### src/rtl/note_tone_gen_if.sv
// rtl/note_tone_gen_if.sv - key/octave inputs and speaker status bundle for note_tone_gen
interface note_tone_gen_if #(
  parameter int N_KEYS = 12,
  parameter int OCT_W  = 3
);
  localparam int IDX_W = (N_KEYS > 1) ? $clog2(N_KEYS) : 1;

  logic [N_KEYS-1:0] keys;
  logic [OCT_W-1:0]  octave;
  logic              speaker;
  logic              active;
  logic [IDX_W-1:0]  note_idx;
  logic              tone_edge;

  modport master (
    output keys,
    output octave,
    input  speaker,
    input  active,
    input  note_idx,
    input  tone_edge
  );

  modport slave (
    input  keys,
    input  octave,
    output speaker,
    output active,
    output note_idx,
    output tone_edge
  );
endinterface

### src/rtl/note_tone_gen.sv
// rtl/note_tone_gen.sv - priority-keyed square-wave tone generator with octave shift
// Optional post-release sustain is compiled in with NOTE_SUSTAIN_EN.
module note_tone_gen #(
  parameter int                     N_KEYS         = 12,
  parameter int                     DIV_W          = 20,
  // Default table: C4..B4 half-periods at a 50 MHz clock, key 0 = C4.
  parameter logic [N_KEYS*DIV_W-1:0] HALF_PERIODS  = {
    20'd50619, 20'd53629, 20'd56818, 20'd60196, 20'd63776, 20'd67568,
    20'd71586, 20'd75843, 20'd80354, 20'd85131, 20'd90194, 20'd95556
  },
  parameter int                     OCT_W          = 3,
  parameter int                     SUSTAIN_W      = 24,
  parameter int                     SUSTAIN_CYCLES = 2**20
) (
  input  logic          clk,
  input  logic          rst,
  note_tone_gen_if.slave bus
);

  localparam int IDX_W = (N_KEYS > 1) ? $clog2(N_KEYS) : 1;

  if (N_KEYS < 1 || DIV_W < 1 || SUSTAIN_CYCLES < 1 ||
      SUSTAIN_W < $clog2(SUSTAIN_CYCLES + 1)) begin : g_bad_params
    $error("note_tone_gen: inconsistent parameters");
  end

`ifdef NOTE_SUSTAIN_EN
  typedef enum logic [1:0] {IDLE, PLAY, DRAIN, SUSTAIN} state_t;
  localparam logic [SUSTAIN_W-1:0] SUS_LAST = SUSTAIN_W'(SUSTAIN_CYCLES - 1);
  logic [SUSTAIN_W-1:0] sus_cnt, sus_n;
`else
  typedef enum logic [1:0] {IDLE, PLAY, DRAIN} state_t;
`endif

  state_t           state, state_n;
  logic [DIV_W-1:0] counter, counter_n;
  logic             speaker, speaker_n;
  logic             active;
  logic [IDX_W-1:0] note_idx, note_n;
  logic             tone_edge, edge_n;

  logic             pressed;
  logic [IDX_W-1:0] k;
  logic [IDX_W-1:0] key_sel;
  logic [DIV_W-1:0] tbl;
  logic [DIV_W-1:0] shifted;
  logic [DIV_W-1:0] d_m1;
  logic             wrap;

  assign pressed = |bus.keys;
  assign wrap    = (counter == '0);

  always_comb begin
    k = '0;
    for (int i = N_KEYS - 1; i >= 0; i--) begin
      if (bus.keys[i]) k = IDX_W'(i);
    end
  end

  // With keys released the reload keeps following the note already sounding.
  assign key_sel = pressed ? k : note_idx;

  always_comb begin
    tbl = '0;
    for (int i = 0; i < N_KEYS; i++) begin
      if (key_sel == IDX_W'(i)) tbl = HALF_PERIODS[i*DIV_W +: DIV_W];
    end
  end

  assign shifted = tbl >> bus.octave;
  assign d_m1    = (shifted == '0) ? '0 : shifted - DIV_W'(1);

  always_comb begin
    state_n   = state;
    counter_n = counter;
    speaker_n = speaker;
    note_n    = note_idx;
    edge_n    = 1'b0;
`ifdef NOTE_SUSTAIN_EN
    sus_n     = sus_cnt;
`endif
    case (state)
      IDLE: begin
        if (pressed) begin
          counter_n = d_m1;
          note_n    = k;
          state_n   = PLAY;
        end
      end

      PLAY: begin
        if (wrap) begin
          speaker_n = ~speaker;
          edge_n    = 1'b1;
          counter_n = d_m1;
          if (pressed) note_n = k;
        end else begin
          counter_n = counter - DIV_W'(1);
        end
        if (!pressed) begin
`ifdef NOTE_SUSTAIN_EN
          state_n = SUSTAIN;
          sus_n   = '0;
`else
          // The toggle above has already happened; decide on its result.
          if (!speaker_n) begin
            state_n   = IDLE;
            counter_n = '0;
          end else begin
            state_n = DRAIN;
          end
`endif
        end
      end

`ifdef NOTE_SUSTAIN_EN
      SUSTAIN: begin
        if (wrap) begin
          speaker_n = ~speaker;
          edge_n    = 1'b1;
          counter_n = d_m1;
          if (pressed) note_n = k;
        end else begin
          counter_n = counter - DIV_W'(1);
        end
        if (pressed) begin
          state_n = PLAY;
          sus_n   = '0;
        end else if (sus_cnt == SUS_LAST) begin
          if (!speaker_n) begin
            state_n   = IDLE;
            counter_n = '0;
          end else begin
            state_n = DRAIN;
          end
        end else begin
          sus_n = sus_cnt + SUSTAIN_W'(1);
        end
      end
`endif

      DRAIN: begin
        if (wrap) begin
          speaker_n = 1'b0;
          edge_n    = 1'b1;
          if (pressed) begin
            counter_n = d_m1;
            note_n    = k;
            state_n   = PLAY;
          end else begin
            counter_n = '0;
            state_n   = IDLE;
          end
        end else begin
          counter_n = counter - DIV_W'(1);
          if (pressed) state_n = PLAY;
        end
      end

      default: begin
        state_n   = IDLE;
        counter_n = '0;
        speaker_n = 1'b0;
      end
    endcase
  end

  always_ff @(posedge clk or posedge rst) begin
    if (rst) begin
      state     <= IDLE;
      counter   <= '0;
      speaker   <= 1'b0;
      active    <= 1'b0;
      note_idx  <= '0;
      tone_edge <= 1'b0;
`ifdef NOTE_SUSTAIN_EN
      sus_cnt   <= '0;
`endif
    end else begin
      state     <= state_n;
      counter   <= counter_n;
      speaker   <= speaker_n;
      active    <= (state_n != IDLE);
      note_idx  <= note_n;
      tone_edge <= edge_n;
`ifdef NOTE_SUSTAIN_EN
      sus_cnt   <= sus_n;
`endif
    end
  end

  assign bus.speaker   = speaker;
  assign bus.active    = active;
  assign bus.note_idx  = note_idx;
  assign bus.tone_edge = tone_edge;

endmodule

### src/flat_wrapper.sv
// flat-port wrapper written by rule: the top's interface ports become plain ports
module note_tone_gen_flat 
#(
  parameter int                     N_KEYS         = 12,
  parameter int                     DIV_W          = 20,
                                                                      
  parameter logic [N_KEYS*DIV_W-1:0] HALF_PERIODS  = {
    20'd50619, 20'd53629, 20'd56818, 20'd60196, 20'd63776, 20'd67568,
    20'd71586, 20'd75843, 20'd80354, 20'd85131, 20'd90194, 20'd95556
  },
  parameter int                     OCT_W          = 3,
  parameter int                     SUSTAIN_W      = 24,
  parameter int                     SUSTAIN_CYCLES = 2**20
)
  (clk, rst, bus_keys, bus_octave, bus_speaker, bus_active, bus_note_idx, bus_tone_edge);
  note_tone_gen_if #(.N_KEYS(N_KEYS), .OCT_W(OCT_W)) bus_i ();
  input  logic clk;
  input  logic rst;
  input wire logic [$bits(bus_i.keys)-1:0] bus_keys;
  input wire logic [$bits(bus_i.octave)-1:0] bus_octave;
  output wire logic [$bits(bus_i.speaker)-1:0] bus_speaker;
  output wire logic [$bits(bus_i.active)-1:0] bus_active;
  output wire logic [$bits(bus_i.note_idx)-1:0] bus_note_idx;
  output wire logic [$bits(bus_i.tone_edge)-1:0] bus_tone_edge;
  assign bus_i.keys = bus_keys;
  assign bus_i.octave = bus_octave;
  assign bus_speaker = bus_i.speaker;
  assign bus_active = bus_i.active;
  assign bus_note_idx = bus_i.note_idx;
  assign bus_tone_edge = bus_i.tone_edge;
  note_tone_gen #(.N_KEYS(N_KEYS), .DIV_W(DIV_W), .HALF_PERIODS(HALF_PERIODS), .OCT_W(OCT_W), .SUSTAIN_W(SUSTAIN_W), .SUSTAIN_CYCLES(SUSTAIN_CYCLES)) u_core (.clk(clk), .rst(rst), .bus(bus_i));
endmodule
### config.mk
export PLATFORM = sky130hd
export DESIGN_NAME = note_tone_gen_flat
export DESIGN_NICKNAME = d
export VERILOG_FILES = /design/src/rtl/note_tone_gen_if.sv /design/src/rtl/note_tone_gen.sv /design/src/flat_wrapper.sv
export SDC_FILE = /design/constraint.sdc
export NUM_CORES = 1
export LEC_CHECK = 0
export CAP_MARGIN = 20
export CORE_ASPECT_RATIO = 0.8
export CORE_MARGIN = 10
export CORE_UTILIZATION = 36
export DETAILED_ROUTE_END_ITERATION = 16
export SKIP_CTS_REPAIR_TIMING = 1
export SLEW_MARGIN = 10
export SYNTH_ARGS = -nofsm -noshare
export SYNTH_HDL_FRONTEND = slang
export SYNTH_SLANG_ARGS = --single-unit
### constraint.sdc
create_clock -name clk -period 3.5 [get_ports clk]
set_input_delay 1.05 -clock clk [delete_from_list [all_inputs] [get_ports clk]]
set_output_delay 1.05 -clock clk [all_outputs]
set_load 0.03 [all_outputs]
Word-level counts from Yosys, hierarchy flattened

Cells that the tools add are included.

Flip-flop bits (word level): 29
Latch bits: 0
Bits in writable memories: 0
Bits in read-only memories: 0
Word-level logic and storage cells: 84
Memories kept: 0

Add/sub/neg operators: 2
Multipliers: 0
Div/mod/pow operators: 0
Magnitude comparators: 0
Eq/ne operators: 16
Shifts and indexed selects: 1
Mux-type cells: 47
Bitwise operators: 2
Reductions and logical operators: 10

Operators with widths:

| operator                                                                 | number |
|---|---|
| 17-bit two-way mux                                                       | 12 |
| 20-bit two-way mux                                                       | 7 |
| 20-bit one-hot mux with 3 select lines                                   | 1 |
| 4-bit two-way mux                                                        | 14 |
| 20-bit logical NOT                                                       | 2 |
| 20-bit by 1-bit subtractor with 20-bit output (second input constant)    | 2 |
| 17-bit by 3-bit right shift with 20-bit output                           | 1 |
| 4-bit by 3-bit == test with 1-bit output (second input constant)         | 4 |
| 4-bit == test (second input constant)                                    | 4 |
| 12-bit OR reduction                                                      | 1 |
| 4-bit by 2-bit == test with 1-bit output (second input constant)         | 2 |
| 2-bit two-way mux                                                        | 4 |
| 4-bit one-hot mux with 2 select lines                                    | 1 |
| 1-bit two-way mux                                                        | 6 |
| 2-bit by 1-bit inequality test with 1-bit output (second input constant) | 3 |
| 2-bit one-hot mux with 3 select lines                                    | 1 |
| 4-bit by 1-bit == test with 1-bit output (second input constant)         | 1 |
| 4-bit logical NOT                                                        | 1 |
| 2-bit AND reduction                                                      | 2 |
| 2-bit nonzero test                                                       | 2 |
| 1-bit one-hot mux with 3 select lines                                    | 1 |
| 2-bit by 1-bit == test with 1-bit output (second input constant)         | 1 |
| 2-bit == test (second input constant)                                    | 1 |
| 2-bit logical NOT                                                        | 1 |
| other kinds (2)                                                          | 3 |

Logic depth before layout (Yosys ltp)

Gate-level depths: netlist (run 1).

Depth in word-level cells: 33
Depth in mapped cells: 18

Least setup slack after synthesis (run 1)

Ideal clock, no wire load.

Kind: input-to-reg
Start point: input bus_keys[1]
End point: register u_core.counter[16]
Data arrival time: 5.028 ns
Path slack: -1.608 ns
Cell stages on the path: 17
Path buffers: 2
Path through: or4_1 -> buf_2 -> nor3_4 -> and2_2 -> nor2_1 -> mux2i_1 -> or4b_1 -> o21ai_2 -> mux2i_1 -> inv_1 -> ha_1 -> nor2b_1 -> a32oi_2 -> or4_1 -> buf_2 -> or3_4 -> o211ai_2

Word-level cells in the longest chain between the ends: 23

RTL lines:

| item                                                                                | line                 | RTL |
|---|---|---|
| start: declaration                                                                  | flat_wrapper.sv:19   | `input wire logic [$bits(bus_i.keys)-1:0] bus_keys;` |
| 4-bit two-way mux (2 in a row)                                                      | note_tone_gen.sv:56  | `if (bus.keys[i]) k = IDX_W'(i);` |
| 4-bit two-way mux                                                                   | note_tone_gen.sv:61  | `assign key_sel = pressed ? k : note_idx;` |
| 4-bit logical NOT                                                                   | note_tone_gen.sv:66  | `if (key_sel == IDX_W'(i)) tbl = HALF_PERIODS[i*DIV_W +: DIV_W];` |
| 17-bit two-way mux (12 in a row)                                                    | note_tone_gen.sv:66  |  |
| 17-bit by 3-bit right shift with 20-bit output                                      | note_tone_gen.sv:70  | `assign shifted = tbl >> bus.octave;` |
| 20-bit by 1-bit subtractor with 20-bit output or 20-bit logical NOT (tied branches) | note_tone_gen.sv:71  | `assign d_m1 = (shifted == '0) ? '0 : shifted - DIV_W'(1);` |
| 20-bit two-way mux                                                                  | note_tone_gen.sv:71  |  |
| 20-bit two-way mux                                                                  | note_tone_gen.sv:92  | `if (wrap) begin` |
| 20-bit two-way mux                                                                  | note_tone_gen.sv:106 | `if (!speaker_n) begin` |
| 20-bit two-way mux                                                                  | note_tone_gen.sv:100 | `if (!pressed) begin` |
| 20-bit one-hot mux with 3 select lines                                              | note_tone_gen.sv:82  | `case (state)` |
| end signal: assignment                                                              | note_tone_gen.sv:181 | `counter <= counter_n;` |
| end: declaration                                                                    | note_tone_gen.sv:36  | `logic [DIV_W-1:0] counter, counter_n;` |

Parallel ways exist; a longest one is shown, timed or not. The select of a mux whose other input is x is not followed.
A chain may end at the register's enable or synchronous reset.

Worst setup path after layout (run 1)

Start point: input bus_keys[5]
End point: register u_core.counter[16]

Word-level cells in the longest chain between the ends: 27

RTL lines:

| item                                                                                | line |
|---|---|
| 4-bit two-way mux (6 in a row)                                                      | note_tone_gen.sv:56 |
| 4-bit two-way mux                                                                   | note_tone_gen.sv:61 |
| 4-bit logical NOT                                                                   | note_tone_gen.sv:66 |
| 17-bit two-way mux (12 in a row)                                                    | note_tone_gen.sv:66 |
| 17-bit by 3-bit right shift with 20-bit output                                      | note_tone_gen.sv:70 |
| 20-bit by 1-bit subtractor with 20-bit output or 20-bit logical NOT (tied branches) | note_tone_gen.sv:71 |
| 20-bit two-way mux                                                                  | note_tone_gen.sv:71 |
| 20-bit two-way mux                                                                  | note_tone_gen.sv:92 |
| 20-bit two-way mux                                                                  | note_tone_gen.sv:106 |
| 20-bit two-way mux                                                                  | note_tone_gen.sv:100 |
| 20-bit one-hot mux with 3 select lines                                              | note_tone_gen.sv:82 |

Parallel ways exist; a longest one is shown, timed or not. The select of a mux whose other input is x is not followed.

==> summary.md, run 1 <==
| Metric | Value |
|---|---|
| Seq/Total Area, Yosys | 0.187 |
| Final min period | 4740 ps |
| Final slew viol count | 0 |
| Req. time, crit path | 3700 ps |
| Clock Latency Late Sink | 280 ps |
| Hold_ws | 498 ps |
| Worst hold path class | flop to flop |
| Leakage | 0.00263 uW |
| Post-synth EDFFs | 0 |
| Final Skew | 5.29 ps |
| Reg power frac | 0.221 |
| Combinational fraction of design power | 0.621 |
| Post-Syn Instances | 543 |
| Placer congestion estimate | 0.947 |
| Core ar. | 0.0104 sq mm |
| CP arrival | 4940 ps |
| Crit-path max FO | 10 |
| Ys Warns | 0 |
| Clock power share | 0.158 |
| Dpl hpwl | 12.9 mm |
| Setup slack after layout | -1240 ps |
| TritonRoute pass-1 iters | 5 |
| Share of layout cells above drive strength 1 | 0.379 |
| Worst VDD drop | 244 uV |
| Startpoint types | primary input |
| DRT iter0 DRCs | 656 |
| GR Overflow Total | 0 |
| Post-synthesis cell type count | 78 |
| H-tree Lvls | 2 |
| Largest family of logic cells by synthesized area | compound AO/OA/AOI/OAI gates |
| Dpl cells | 846 |
| CTS root buf | clkbuf_16 |
| DRC | 0 |
| Dominant synthesized flop cell | dfrtp_1 |
| Synth Area in Simple Gates | 0.271 |
| Area delta synth->final | 54.3% |
| Routed len/inst | 19.0 um |
| Tightest Pin Transition | 827 ps |
| Clk buf depth | 2 |
| Min-Delay Path Depth | 2 |
| Die height | 113 um |
| Largest net degree at the start of global routing | 30 |
| Sw Pwr | 1230 uW |
| Slew HR | 0.444 |
| Violated checks | setup timing |
| Crit Path Category | primary input to flop |
| Nets@finish | 749 |
| Sw Ratio | 0.452 |
| CTS clk-pin slew, worst paths | 50 ps |
| Mux contribution to synthesized area | 0.0342 |
| Vias/cell | 6.07 |
| Cell row count | 33 |
| Final Hold Vio Count | 0 |
| Status | finished with violations |
| Synthesized flop and latch total | 29 |
| Asr flop ratio synth | 1.00 |
| IO Pins | 24 |
| Power Total | 2720 uW |
| Vias in the first global route | 4764 |
| Fmax | 211 MHz |
| TritonCTS Buffers | 5 |
| Mapped Area | 0.00388 sq mm |
| CTS tree | yes |
| Max Cap Viol | 0 |
| Clock sink count | 29 |
| Die span in x | 136 um |
| Synth Area in Compound Gates | 0.383 |
| Final cell count without fillers | 866 |
| Initial antenna violation count | 0 |
| # setup viols final | 20 |
| N_diodes | 0 |
| XOR/XNOR Fraction of Synth Area | 0.0429 |
| Syn_nets | 567 |
| Area share of fa/ha/maj cells after synthesis | 0.0226 |
| Power Internal | 1490 uW |
| GRT Resource Usage Total | 0.203 |
| Tcrit/Tclk final | 1.35 |
| Final wirelength | 16.5 mm |
| Syn Area/Cell | 7.14 sq um |
| Reg2Reg Depth | 17 |
| Critical Path End Type | flop |
| I/O Buffers | 23 |
| Global-route wire length before repair | 25.6 mm |
| Starting Density | 0.373 |
| Post-DRT Antenna Nets | 0 |
| Unrepaired setup endpoints after global routing | true |
| Power Density | 455 mW/mm^2 |
| DR vias | 5260 |
| Die area | 0.0154 sq mm |
Yosys cell counts (9+ instances only):
cell type	instances	area (sq um)
clkbuf_1	25	93.8
buf_2	9	45.0
a21oi_1	46	230
o211ai_1	9	67.6
nand3_1	26	130
o22ai_1	10	62.6
dfrtp_1	29	726
o21ai_0	53	265
o31ai_1	9	67.6
mux2i_1	11	110
nor2_1	58	218
nand2_1	40	150
inv_1	19	71.3
xnor2_1	14	123
nor3_1	20	100
a211oi_1	10	75.1
cell type report:
class	instances	area [sq um]
clock buffer	5	125
clock inverter	3	17.5
fill	976	4420
inverter	19	71.3
multi-input combinational	458	3190
sequential	29	726
tap	140	175
timing repair buffer	212	1680
sequential cells by signal, summed over array words and instances, names as in the netlist:
| signal | count |
|---|---|
| u_core.counter | 20 |
| u_core.bus.note_idx | 4 |
| u_core.state | 2 |
| u_core.bus.active | 1 |
| u_core.bus.speaker | 1 |
| u_core.bus.tone_edge | 1 |
through the flow:
step	setup slack, ps	setup TNS [ps]	util	area (sq um)
after detailed placement	-1820	-33890	0.531	5520
final	-1240	-19510	0.575	5980
after global placement	-1730	-31530	0.531	5520
after floorplan	-1350	-16040	-	3950
after CTS	-1540	-28460	0.544	5660
after global routing	-1400	-22080	0.575	5980
cell usage in the layout (no fill, tap or decap), drive strengths merged, types with 6 or more instances in the layout:
master         Yosys  layout
a211oi            11      11
o211ai            11      11
clkbuf            25      11
nor2              58      58
nand4              6       6
buf               12     191
ha                 7       7
mux2i             11      11
a31oi              8       8
a21oi             47      47
nand3             26      26
a32oi              6       6
and2               7       7
o21ai             57      57
nand2             42      42
inv               19      19
clkdlybuf4s50      0      11
dfrtp             29      29
o31ai              9       9
xnor2             14      14
o22ai             10      10
nor4              10      10
nor3              21      21
layer usage:
metal / vias to the layer above / wire, um / global-route usage
met5: - / 0 / 0
met4: 0 / 235 / 0.0354
met3: 30 / 1580 / 0.0385
met2: 282 / 6850 / 0.288
met1: 2507 / 7800 / 0.308
li1: 2441 / - / -
critical path, cell delays in order:
cell and delay, ps:
clkbuf_2 130, buf_4 150, nor4_4 370, buf_4 200, nand4_1 200, buf_4 220
nand2_2 120, buf_4 200, nor3_1 80, a311oi_2 230, a41o_1 260, mux2i_2 100
inv_2 100, ha_4 140, nor2b_4 140, a32oi_2 120, or4_4 560, or3_4 420
o211ai_2 160
cell families after synthesis:
kind of cell,after synthesis
AOI/OAI and AO/OA,215
and+or+nand+nor,204
buffers and inverters,56
DFF,29
xor gates and xnor gates,19
muxes,13
adders and majority gates,7
power groups by stage:
| stage | sequential, uW | combinational, uW | clock, uW |
|---|---|---|---|
| finish | 601 | 1690 | 429 |
| detailed placement | 597 | 1560 | 0 |
| global placement | 594 | 1540 | 0 |
| floorplan | 629 | 884 | 0 |
| CTS | 593 | 1580 | 431 |
| global route | 621 | 1830 | 447 |
final timing paths:
| kind | from | endpoint | slack (ps) |
|---|---|---|---|
| max | bus_keys[5] | u_core.counter[16] | -1240 |
| min | u_core.counter[12] | u_core.counter[12] | 500 |
| max reg2reg | u_core.bus.note_idx[0] | u_core.counter[16] | -260 |
| min reg2reg | u_core.counter[12] | u_core.counter[12] | 500 |
| max in group asynchronous | rst | u_core.counter[1] | 2040 |
| min in group asynchronous | rst | u_core.bus.note_idx[0] | 1160 |
No activity file was read; power rests on OpenSTA's default activity.
==> run 2, diff against run 1 <==
CTS_BUF_LIST = sky130_fd_sc_hd__clkbuf_16   (was not set)
==> results of run 2 <==
Final layout, timing and power as in run 1 (identical DEF).
==> run 3, diff against run 2 <==
HOLD_SLACK_MARGIN = 0.03   (was not set)
==> results of run 3 <==
Final layout, timing and power as in run 1 (identical DEF).
